File: src/rtl/clock_iface_pkg.sv
// Shared defaults and state type for the clock_iface_reg registered handoff channel.
package clock_iface_pkg;
  localparam int CI_WIDTH_DEF = 8;
  localparam logic [CI_WIDTH_DEF-1:0] CI_RESET_DATA_DEF = 8'h00;

  // Holding state; CI_FULL is exactly the valid output.
  typedef enum logic {CI_IDLE = 1'b0, CI_FULL = 1'b1} ci_state_t;
endpackage

File: src/rtl/clock_iface_reg_if.sv
// Producer/consumer bus for clock_iface_reg. CLOCK_IFACE_PARITY_EN adds parity, chk_en, par_err.
interface clock_iface_reg_if
  import clock_iface_pkg::*;
#(
  parameter int WIDTH = CI_WIDTH_DEF
);
  logic             wr_en;
  logic [WIDTH-1:0] wr_data;
  logic             rd_ack;
  logic             clr;
  logic [WIDTH-1:0] data;
  logic             valid;
  logic             overrun;
`ifdef CLOCK_IFACE_PARITY_EN
  logic             parity;
  logic             chk_en;
  logic             par_err;

  modport master (output wr_en, wr_data, rd_ack, clr, chk_en,
                  input  data, valid, overrun, parity, par_err);
  modport slave  (input  wr_en, wr_data, rd_ack, clr, chk_en,
                  output data, valid, overrun, parity, par_err);
`else
  modport master (output wr_en, wr_data, rd_ack, clr,
                  input  data, valid, overrun);
  modport slave  (input  wr_en, wr_data, rd_ack, clr,
                  output data, valid, overrun);
`endif
endinterface

File: src/rtl/clock_iface_parity.sv
// XOR-reduce of the incoming write word plus check of the held word against its stored parity.
module clock_iface_parity #(
  parameter int WIDTH = 8
) (
  input  logic [WIDTH-1:0] wr_data,
  input  logic [WIDTH-1:0] data,
  input  logic             parity,
  input  logic             en,
  output logic             gen,
  output logic             err
);
  assign gen = ^wr_data;
  assign err = en & (parity ^ (^data));
endmodule

File: src/rtl/clock_iface_reg.sv
// Single-entry registered data/valid handoff with sticky overrun and synchronous clear.
// Optional CLOCK_IFACE_PARITY_EN stores write parity and flags mismatches on the held word.
module clock_iface_reg
  import clock_iface_pkg::*;
#(
  parameter int               WIDTH      = CI_WIDTH_DEF,
  parameter logic [WIDTH-1:0] RESET_DATA = WIDTH'(CI_RESET_DATA_DEF)
) (
  input logic             clk,
  input logic             rst_n,
  clock_iface_reg_if.slave bus
);
  ci_state_t        state;
  logic [WIDTH-1:0] data_q;
  logic             ovr_q;

  // clr wins over write/ack; a write on a full entry only overruns if the old word wasn't acked.
  always_ff @(posedge clk or negedge rst_n) begin
    if (!rst_n) begin
      state  <= CI_IDLE;
      data_q <= RESET_DATA;
      ovr_q  <= 1'b0;
    end else if (bus.clr) begin
      state <= CI_IDLE;
      ovr_q <= 1'b0;
    end else if (bus.wr_en) begin
      data_q <= bus.wr_data;
      state  <= CI_FULL;
      if (state == CI_FULL && !bus.rd_ack) ovr_q <= 1'b1;
    end else if (bus.rd_ack) begin
      state <= CI_IDLE;
    end
  end

  assign bus.data    = data_q;
  assign bus.valid   = (state == CI_FULL);
  assign bus.overrun = ovr_q;

`ifdef CLOCK_IFACE_PARITY_EN
  logic par_q;
  logic par_gen;

  clock_iface_parity #(.WIDTH(WIDTH)) u_par (
    .wr_data (bus.wr_data),
    .data    (data_q),
    .parity  (par_q),
    .en      (bus.chk_en & bus.valid),
    .gen     (par_gen),
    .err     (bus.par_err)
  );

  always_ff @(posedge clk or negedge rst_n) begin
    if (!rst_n)                      par_q <= ^RESET_DATA;
    else if (!bus.clr && bus.wr_en)  par_q <= par_gen;
  end

  assign bus.parity = par_q;
`endif
endmodule

File: src/flat_wrapper.sv
// flat-port wrapper written by rule: the top's interface ports become plain ports
module clock_iface_reg_flat import clock_iface_pkg::*;
#(
  parameter int               WIDTH      = CI_WIDTH_DEF,
  parameter logic [WIDTH-1:0] RESET_DATA = WIDTH'(CI_RESET_DATA_DEF)
)
  (clk, rst_n, bus_wr_en, bus_wr_data, bus_rd_ack, bus_clr, bus_data, bus_valid, bus_overrun);
  clock_iface_reg_if #(.WIDTH(WIDTH)) bus_i ();
  input logic clk;
  input logic rst_n;
  input wire logic [$bits(bus_i.wr_en)-1:0] bus_wr_en;
  input wire logic [$bits(bus_i.wr_data)-1:0] bus_wr_data;
  input wire logic [$bits(bus_i.rd_ack)-1:0] bus_rd_ack;
  input wire logic [$bits(bus_i.clr)-1:0] bus_clr;
  output wire logic [$bits(bus_i.data)-1:0] bus_data;
  output wire logic [$bits(bus_i.valid)-1:0] bus_valid;
  output wire logic [$bits(bus_i.overrun)-1:0] bus_overrun;
  assign bus_i.wr_en = bus_wr_en;
  assign bus_i.wr_data = bus_wr_data;
  assign bus_i.rd_ack = bus_rd_ack;
  assign bus_i.clr = bus_clr;
  assign bus_data = bus_i.data;
  assign bus_valid = bus_i.valid;
  assign bus_overrun = bus_i.overrun;
  clock_iface_reg #(.WIDTH(WIDTH), .RESET_DATA(RESET_DATA)) u_core (.clk(clk), .rst_n(rst_n), .bus(bus_i));
endmodule
File: config.mk
export PLATFORM = sky130hd
export DESIGN_NAME = clock_iface_reg_flat
export DESIGN_NICKNAME = d
export VERILOG_FILES = /design/src/rtl/clock_iface_pkg.sv /design/src/rtl/clock_iface_reg_if.sv /design/src/rtl/clock_iface_parity.sv /design/src/rtl/clock_iface_reg.sv /design/src/flat_wrapper.sv
export SDC_FILE = /design/constraint.sdc
export NUM_CORES = 1
export LEC_CHECK = 0
export CORE_AREA = 2 2 39 41
export CTS_CLUSTER_SIZE = 10
export DETAILED_ROUTE_END_ITERATION = 10
export DIE_AREA = 0 0 41 43
export MAX_ROUTING_LAYER = met4
export PLACE_DENSITY = 0.67
export REMOVE_ABC_BUFFERS = 1
export SLEW_MARGIN = 30
export SYNTH_ARGS = -nofsm -noshare
export SYNTH_HDL_FRONTEND = slang
export SYNTH_HIERARCHICAL = 1
export SYNTH_SLANG_ARGS = --single-unit
File: constraint.sdc
create_clock -name clk -period 1.2 [get_ports clk]
set_input_delay 0.24 -clock clk [delete_from_list [all_inputs] [get_ports clk]]
set_output_delay 0.24 -clock clk [all_outputs]
set_load 0.1 [all_outputs]
==> impl_results.md <==
- Slew @ Worst Pin: 419 ps
- Count of maximum capacitance violations: 0
- Die W: 41 µm
- Crit Path Max Fanout: 8
- Cell count after synthesis: 25
- Buffers added on ports: 22
- Crit path capture: u_core/bus.data[4]$_DFFE_PN0P_
- Critical path arrival: 1300 ps
- Final Cycle Share: 0.973
- Fin. Hold Viols: 0
- Worst-path cell chain: clkdlybuf4s50_1, nor2b_4, buf_12, mux2_4
- Dpl hpwl: 620 µm
- Clock Sinks: 10
- Final clock skew: 0.0372 ps
- Slew HR: 0.720
- Critical Path Start: bus_clr
- Placed instance area: between 700 and 800 µm²
- Mapped cell area: 419 µm²
- Site row count: 14
- Remaining Overflow, GRT: 0
- CTS root buffer: clkbuf_4
- Reg clk slew, reported paths: around 60 ps
- Reg-to-Reg Start: u_core/bus.data[4]$_DFFE_PN0P_
- Initial drt markers: 5
- Total CTS buffers: 3
- Number of distinct library cells after synthesis: 8
- Largest stage delay on the critical path: 470 ps
- Area Overhead vs Synth: 92.2%
- Area leader, netlist: dfrtp_1
- Critical path depth: 4
- Final Setup Violations: 0
- Seq cells post-synth: 10
- Pint: 0.000765 W
- Crit path required time: ~1300 ps
- Largest net degree at the start of global routing: 11
- Mapped Avg Cell Area: 16.8 µm²
- Clk pwr share: 0.164
- Antenna Nets Post-Route: 0
- Adder-Cell Fraction of Synth Area: 0
- Worst r2r path cells: 1
- Mux contribution to synthesized area: 0.287
- PD cells: 1600 nW/µm²
- Non-Filler Instances: 67
- Peak supply drop: 0.768 mV
- Status: completed
- Antenna violations before repair: 0
- Critical path's top delay family: buffers and inverters
- Worst skew pair latency: 250 ps
- Initial core utilization: 0.303
- First-pass DRT Iterations: 2
- Worst Hold Class: in2async
- Placed insts: 64
- Static Leak: 0.375 nW
- TritonCTS clock tree: built
- Finished Cell Area: 806 µm²
- RD Place Congestion: ~0.66
- Seq pwr share: 0.333
- Synth Area in Compound Gates: 0.0299
- Switching power: 0.000526 W
- Crit path time final: 1170 ps
- R2R Setup Slk: 390 ps
- CTS Buffer Depth: 2
- Most area-consuming cells after synthesis: dfrtp_1 (60%), mux2_4 (29%), nand2b_1 (3.0%)
- Vias in the first global route: 306
- Sequential fraction of the synthesis area: 0.597
- Startpoint types: input pin
- Comb power frac: 0.503
- Sw Share: 0.407
- Nets: 66
- Post-Synth Simple-Gate Area: 0.0507
- WL final: roughly 770 µm
- Routed vias: ~290
- Post-route DRC: 0
- IO Count: 23
- Largest family of logic cells by synthesized area: multiplexers
- Cts hold-fix bufs: 0
- CP max-delay cell: clkdlybuf4s50_1
- Core box area: 1380 µm²
- RSZ-0062 raised after global routing: no
- CP Class: in2reg
- H-tree depth: 1
- Crit end category: flop
- WL per Instance: roughly 11 µm
- R2R Path End: u_core/bus.data[4]$_DFFE_PN0P_
- Final slew viol count: 0
- GR Util All Layers: 0.118
- Yosys warns: 6
- XOR/XNOR Fraction of Synth Area: 0
- Die height: roughly 43 µm
- Share of cells above drive strength 1: 0.471
- Max Fclk: 0.857 GHz
- Synth top area share: 0.597
- Die area: about 1800 µm²
- First-pass GRT wire length: approximately 1300 µm
- Crit path buf inv count: 2
- Vias/cell: 4.27
- ANT cells: 0
## synth_stat cells (all sizes together)
cell	n
mux2	8
nand2b	2
nor2b	1
inv	1
a21oi	1
buf	1
o31ai	1
dfrtp	10
## power by group through the flow
stage	registers [W]	clock network [W]	logic [W]
global placement	0.000436	0	0.000648
floorplan	0.000730	0	0.0000759
finish	0.000429	0.000212	0.000649
global route	0.000434	0.000246	0.000667
CTS	0.000430	0.000225	0.000654
detailed placement	0.000436	0	0.000650
## kinds of logic after synthesis
group / after synthesis
DFF: 10
muxes: 8
and+or+nand+nor: 3
AOI/OAI and AO/OA: 2
buffers and inverters: 2
## final cells by class
type / count / area (µm²)
Tap cell: 16 / 20.0
Timing Repair Buffer: 24 / 350
Fill cell: 114 / 578
Clock buffer: 3 / 22.5
Multi-Input combinational cell: 13 / 159
Inverter: 1 / 3.75
Sequential cell: 10 / 250
## routing by layer
metal	track usage	vias to the layer above	routed length (µm)
met5	-	-	0
met1	0.139	137	346
met4	0.100	0	0
li1	-	137	-
met3	0.0471	0	60
met2	0.150	12	363
## state kept, by name (all words and copies together), names as in the netlist
name and cells:
u_core/bus.data 8, u_core/bus.overrun 1, u_core/bus.valid 1
## how the worst min path moves through the flow
| stage | cells after the start | slack [ps] | end |
|---|---|---|---|
| after floorplan | 0 | -60 | u_core/bus.data[0]$_DFFE_PN0P_ |
| after global placement | 2 | 540 | u_core/bus.overrun$_DFFE_PN0P_ |
| after detailed placement | 2 | 540 | u_core/bus.overrun$_DFFE_PN0P_ |
| after CTS | 1 | 300 | u_core/bus.overrun$_DFFE_PN0P_ |
| after global routing | 3 | 320 | u_core/bus.valid$_DFFE_PN0P_ |
| final | 1 | 290 | u_core/bus.overrun$_DFFE_PN0P_ |
## layout by cell type, fill, tap and decap left out
cell,count
a21oi_1,1
clkdlybuf4s50_1,11
inv_1,1
o31ai_1,1
nand2b_1,2
dfrtp_1,10
buf_12,11
nor2b_4,1
buf_4,1
mux2_4,8
dlymetal6s2s_1,1
clkbuf_4,3
## through the flow
stage / setup TNS, ps / hold slack, ps / power, W / util / setup WS, ps
floorplan: -681 / -55.6 / 0.000805 / - / -137
global placement: -2140 / 536 / 0.00108 / 0.561 / -273
detailed placement: -2180 / 541 / 0.00109 / 0.561 / -280
CTS: 0 / 300 / 0.00131 / 0.580 / 12.2
global route: 0 / 323 / 0.00135 / 0.582 / 37.9
finish: 0 / 287 / 0.00129 / 0.582 / 32.9
## timing repair
action	4_1_cts	5_1_grt
endpoints found under the setup margin	7	8
gates resized for setup	1	1
buffers inserted	0	0
endpoints found under the hold margin	0	0
(Power assumes the default switching activity.)
